## src/rtl/imem_loader.sv

```systemverilog
// Boot-time instruction memory loader. Streams DATA_W-bit words into the
// core's instruction memory, checks a running modulo-2**DATA_W sum against an
// expected value, and keeps the core in reset until the program is in place.
module imem_loader #(
  parameter int ADDR_W   = 10,
  parameter int DATA_W   = 32,
  parameter int HOLD_CYC = 4
) (
  input  logic              CLK,
  input  logic              RESET_N,
  input  logic              start,
  input  logic [ADDR_W:0]   word_count,
  input  logic [DATA_W-1:0] exp_sum,
  input  logic              s_valid,
  input  logic [DATA_W-1:0] s_data,
  output logic              s_ready,
  output logic              imem_we,
  output logic [ADDR_W-1:0] imem_addr,
  output logic [DATA_W-1:0] imem_wdata,
  output logic              core_reset_n,
  output logic              busy,
  output logic              done,
  output logic              err
);

  localparam int                HOLD_W    = (HOLD_CYC > 1) ? $clog2(HOLD_CYC) : 1;
  localparam logic [HOLD_W-1:0] HOLD_LAST = HOLD_W'(HOLD_CYC - 1);
  localparam logic [ADDR_W:0]   MAX_CNT   = {1'b1, {ADDR_W{1'b0}}};
  localparam logic [ADDR_W:0]   ADDR_ONE  = {{ADDR_W{1'b0}}, 1'b1};

  typedef enum logic [2:0] {
    ST_IDLE,
    ST_LOAD,
    ST_HOLD,
    ST_RUN,
    ST_FAIL
  } state_t;

  state_t              r_state;
  state_t              w_state_nxt;
  logic [ADDR_W:0]     r_count;
  logic [ADDR_W:0]     r_addr;
  logic [DATA_W-1:0]   r_exp;
  logic [DATA_W-1:0]   r_sum;
  logic [HOLD_W-1:0]   r_hold;
  logic                r_we;
  logic [ADDR_W-1:0]   r_waddr;
  logic [DATA_W-1:0]   r_wdata;
  logic                r_err;

  logic                w_can_start;
  logic                w_cnt_ok;
  logic                w_start_ok;
  logic                w_start_bad;
  logic                w_xfer;
  logic                w_last;
  logic                w_hold_end;
  logic                w_sum_ok;

  // Decode handshakes, start acceptance and the next state.
  always_comb begin
    // NOTE: every signal driven here gets a default first so no path can
    // leave it unassigned and infer a latch.
    w_state_nxt = r_state;
    w_can_start = (r_state == ST_IDLE) || (r_state == ST_RUN) || (r_state == ST_FAIL);
    w_cnt_ok    = (word_count != '0) && (word_count <= MAX_CNT);
    w_start_ok  = w_can_start && start && w_cnt_ok;
    w_start_bad = w_can_start && start && !w_cnt_ok;
    w_xfer      = (r_state == ST_LOAD) && s_valid;
    w_last      = w_xfer && ((r_addr + ADDR_ONE) == r_count);
    w_hold_end  = (r_state == ST_HOLD) && (r_hold == HOLD_LAST);
    w_sum_ok    = (r_sum == r_exp);

    unique case (r_state)
      ST_IDLE, ST_RUN, ST_FAIL: begin
        if (w_start_ok)       w_state_nxt = ST_LOAD;
        else if (w_start_bad) w_state_nxt = ST_FAIL;
      end
      ST_LOAD: if (w_last) w_state_nxt = ST_HOLD;
      ST_HOLD: if (w_hold_end) w_state_nxt = w_sum_ok ? ST_RUN : ST_FAIL;
      default: w_state_nxt = ST_IDLE;
    endcase
  end

  // State register.
  always_ff @(posedge CLK or negedge RESET_N) begin
    // NOTE: sequential state uses non-blocking assignments so every flop
    // samples pre-edge values regardless of block evaluation order.
    if (!RESET_N) r_state <= ST_IDLE;
    else          r_state <= w_state_nxt;
  end

  // Load datapath: latched parameters, address/sum counters, registered write.
  always_ff @(posedge CLK or negedge RESET_N) begin
    if (!RESET_N) begin
      r_count <= '0;
      r_exp   <= '0;
      r_addr  <= '0;
      r_sum   <= '0;
      r_hold  <= '0;
      r_we    <= 1'b0;
      r_waddr <= '0;
      r_wdata <= '0;
      r_err   <= 1'b0;
    end else begin
      r_we <= w_xfer;
      if (w_xfer) begin
        r_waddr <= r_addr[ADDR_W-1:0];
        r_wdata <= s_data;
        r_sum   <= r_sum + s_data;
        r_addr  <= r_addr + ADDR_ONE;
      end

      if (r_state == ST_HOLD) r_hold <= r_hold + 1'b1;
      else                    r_hold <= '0;

      if (w_start_ok) begin
        r_count <= word_count;
        r_exp   <= exp_sum;
        r_addr  <= '0;
        r_sum   <= '0;
        r_err   <= 1'b0;
      end else if (w_start_bad || (w_hold_end && !w_sum_ok)) begin
        r_err   <= 1'b1;
      end
    end
  end

  assign s_ready      = (r_state == ST_LOAD);
  assign busy         = (r_state == ST_LOAD) || (r_state == ST_HOLD);
  assign done         = (r_state == ST_RUN);
  assign core_reset_n = (r_state == ST_RUN);
  assign err          = r_err;
  assign imem_we      = r_we;
  assign imem_addr    = r_waddr;
  assign imem_wdata   = r_wdata;

endmodule

```

## config.mk

```make
export PLATFORM = sky130hd
export DESIGN_NAME = imem_loader
export DESIGN_NICKNAME = d
export VERILOG_FILES = /design/src/rtl/imem_loader.sv
export SDC_FILE = /design/constraint.sdc
export NUM_CORES = 1
export LEC_CHECK = 0
export ABC_CLOCK_PERIOD_IN_PS = 2800
export BUFFER_PORTS_ARGS = -buffer_cell sky130_fd_sc_hd__buf_2
export CAP_MARGIN = 20
export CORE_UTILIZATION = 57
export DETAILED_ROUTE_END_ITERATION = 10
export PLACE_DENSITY = 0.81
export SLEW_MARGIN = 20
export SYNTH_ARGS = -nofsm -noshare
export SYNTH_HDL_FRONTEND = slang
export SYNTH_SLANG_ARGS = --single-unit
```

## constraint.sdc

```tcl
create_clock -name CLK -period 2.8 [get_ports CLK]
set_input_delay 0 -clock CLK [delete_from_list [all_inputs] [get_ports CLK]]
set_output_delay 0 -clock CLK [all_outputs]
set_load 0.02 [all_outputs]
```

==> impl_metrics.yaml <==
outcome:
  status: "completed"
worst_setup_path:
  arrival_ps: 3030
  timing.rr.start: "r_sum[1]"
  worstReg2RegEnd: "r_sum[25]"
  cp-startpoint: "r_sum[1]"
  worst_setup_path_end_kind: "flip-flop"
  rrSetupSlack_ps: 50
  rr_worst_depth: 9
  cp.required_ps: 3080
  start_kind: "flip-flop"
  crit_fanout: 6
  crit_end: "r_sum[25]"
  path_class: "flip-flop to flip-flop"
clock_tree:
  clockBufferDepth: 2
  cts-root-buf: "clkbuf_16"
  cts_buffers: 17
  clk_latency_ps: 430
  h-tree-depth: 4
  path_clk_slew_ps: 60
  cts_sinks: 135
  tritoncts: "built"
die:
  placementRows: 41
  core_um2: 12820
  dieArea_um2: 13850
  die_w_um: 117.7
  start_util: 0.5946
  ios: 127
  die_height_um: 117.7
synth:
  syn_area_um2: 7626
  syn_area_per_cell_um2: 9.509
  synth_mux_area_frac: 0.07170
  synth-xor-area-share: 0.08384
  synth_cell_types: 67
  synth-seq-area-share: 0.4430
  synth-seq-cells: 135
  synth_compound_area_frac: 0.1413
  synthFlopType: "dfrtp_1"
  async_flop_share: 1.000
  synth_edf_count: 0
  synth_fp_nets: 915
  synth_top_family_by_area: "simple AND/OR/NAND/NOR gates"
  synthSimpleGateAreaFrac: 0.1741
  synthCells: 802
  yosys_warnings: 0
  synth-adder-area-share: 0.05677
timing:
  hold_viol_final: 0
  finClkSkew_ps: 6.949
  tightest_slew_ps: 918.8
  holdWs_ps: 268.4
  relSlewSlack: 0.3875
  slew_violations: 0
  final-setup-viol-count: 0
  finalCritPeriodShare: 0.9824
  grt_setup_unrepaired: "true"
  setup_ws_ps: 49.36
  max_freq_ghz: 0.3636
  period_needed_ps: 2751
placement:
  dpl.hpwl_um: 13050
  place_ws_ps: 4.668
  place.gp.congestion: 0.9118
  place_inst: 1075
  port_buffers: 126
drt:
  drt_iter0_markers: 637
  postRouteAntennaNets: 0
  vias: 6827
  post-route-drc-count: 0
  wl_um: 20720
  routedWlPerCell_um: 17.43
  vias_per_cell: 5.742
  dr.pass1.iters: 5
pwr:
  comb_power_share: 0.428
  p_sw_frac: 0.3929
  sequentialPowerShare: 0.331
  clockPowerShare: 0.240
  ir_worst_vdd_mv: 0.8308
  internal_power_mw: 5.980
  power_leakage_nw: 4.668
  powerDensity_nw_per_um2: 996.1
  p_sw_mw: 3.870
global_routing:
  first_global_vias: 6888
  overflow: 0
  grt_antenna_before_repair: 0
  grt_pass1_wl_um: 34410
  grt_util_all_layers: 0.3159
  grt_max_degree: 118
final_layout:
  utilization: 0.7710
  drive_gt1_frac: 0.1878
  nets: 1117
  areaGrowthSynthToFinish_pct: 29.66
  layoutNonFillerInstCount: 1189
  antenna_cells: 0
min_path:
  hold_class: "input port to asynchronous set/reset pin"
job:
  drv_cap: 0
power groups by stage:
| stage | registers, mW | logic (mW) | clock network [mW] |
|---|---|---|---|
| floorplan | 3.39 | 2.67 | 0 |
| global placement | 3.22 | 3.82 | 0 |
| detailed placement | 3.25 | 3.90 | 0 |
| CTS | 3.24 | 4.05 | 2.38 |
| global route | 3.34 | 4.60 | 2.48 |
| finish | 3.26 | 4.22 | 2.37 |
sequential cells by signal, summed over array words and instances (netlist names):
name	flops
imem_wdata	32
r_hold	2
r_state	3
err	1
imem_addr	10
r_exp	32
r_count	11
r_addr	11
r_sum	32
imem_we	1
area by class of cell:
type | count | area (um^2)
fill | 831 | 2937
inverter | 15 | 61.31
clock buffer | 19 | 442.9
multi-input combinational | 618 | 4081
clock inverter | 13 | 178.9
sequential | 135 | 3378
tap | 172 | 215.2
timing repair buffer | 217 | 1530
what timing repair did:
item                       CTS  global route
resized for setup            1             7
setup buffers                0             4
pin swaps                    0             9
hold endpoints to repair   194             0
cloned                       0             0
hold buffers                78             0
setup endpoints to repair    2             5
cells in the final DEF, fill, tap and decap left out, types with 8 or more instances in the layout:
master	instances
a21oi_1	29
dlygate4sd3_1	78
inv_1	14
buf_2	125
buf_4	12
xnor2_1	57
o21ai_0	22
ha_1	31
nand4_1	14
clkbuf_16	17
o22ai_1	17
mux2_1	45
o211ai_1	8
nor2_1	35
o21ai_1	27
nand2_1	198
xor2_1	16
dfrtp_1	135
cell families after synthesis:
| logic type | after synthesis |
|---|---|
| AND/OR/NAND/NOR | 300 |
| XOR/XNOR | 73 |
| flip-flops | 135 |
| multiplexers | 49 |
| adder cells (fa/ha/maj) | 34 |
| buffers and inverters | 49 |
| AO/OA/AOI/OAI | 162 |
routing by layer:
metal | vias to the layer above | GRT usage | part of all wire
li1 | 3208 | - | -
met1 | 3289 | 0.4109 | 0.42
met2 | 269 | 0.5239 | 0.50
met3 | 61 | 0.06492 | 0.058
met4 | 0 | 0.1090 | 0.026
met5 | - | 0 | 0
synth_stat cells (7+ instances only):
cell type	instances	area, um^2
a211oi_1	7	52.55
a21oi_1	29	145.1
a31oi_1	9	56.30
and3_1	7	43.79
buf_2	7	35.03
clkbuf_1	18	67.56
dfrtp_1	135	3378
ha_1	33	412.9
inv_1	14	52.55
mux2_1	45	506.7
nand2_1	198	743.2
nand3_1	7	35.03
nand4_1	14	87.58
nor2_1	35	131.4
o211ai_1	8	60.06
o21ai_0	22	110.1
o21ai_1	27	135.1
o22ai_1	17	106.4
o31ai_1	7	52.55
xnor2_1	57	499.2
xor2_1	16	140.1
how the worst min path moves through the flow:
| stage | endpoint | from | slack (ps) | cells after the start |
|---|---|---|---|---|
| after floorplan | err | RESET_N | -300 | 0 |
| after global placement | r_exp[30] | exp_sum[30] | 220 | 2 |
| after detailed placement | r_exp[24] | exp_sum[24] | 220 | 2 |
| after CTS | r_exp[24] | exp_sum[24] | 310 | 3 |
| after global routing | imem_wdata[29] | s_data[29] | 330 | 4 |
| final | imem_addr[7] | RESET_N | 270 | 2 |
worst max-delay path: stages, from the launching register on:
cell and delay (ps):
dfrtp_1 410, ha_1 310, a211oi_1 320, o21ai_1 200
o311a_1 350, o221a_4 300, a211oi_2 340, o31ai_1 130
xnor2_1 160, o21ai_1 80
per-stage QoR:
step	power, mW	cell area (um^2)	TNS [ps]
final	9.849	9888	0
after global routing	10.42	9888	-184.6
after CTS	9.667	9809	0
after detailed placement	7.158	8401	0
after global placement	7.044	8401	0
after floorplan	6.068	7626	0
No activity file was read; power rests on OpenSTA's default activity.
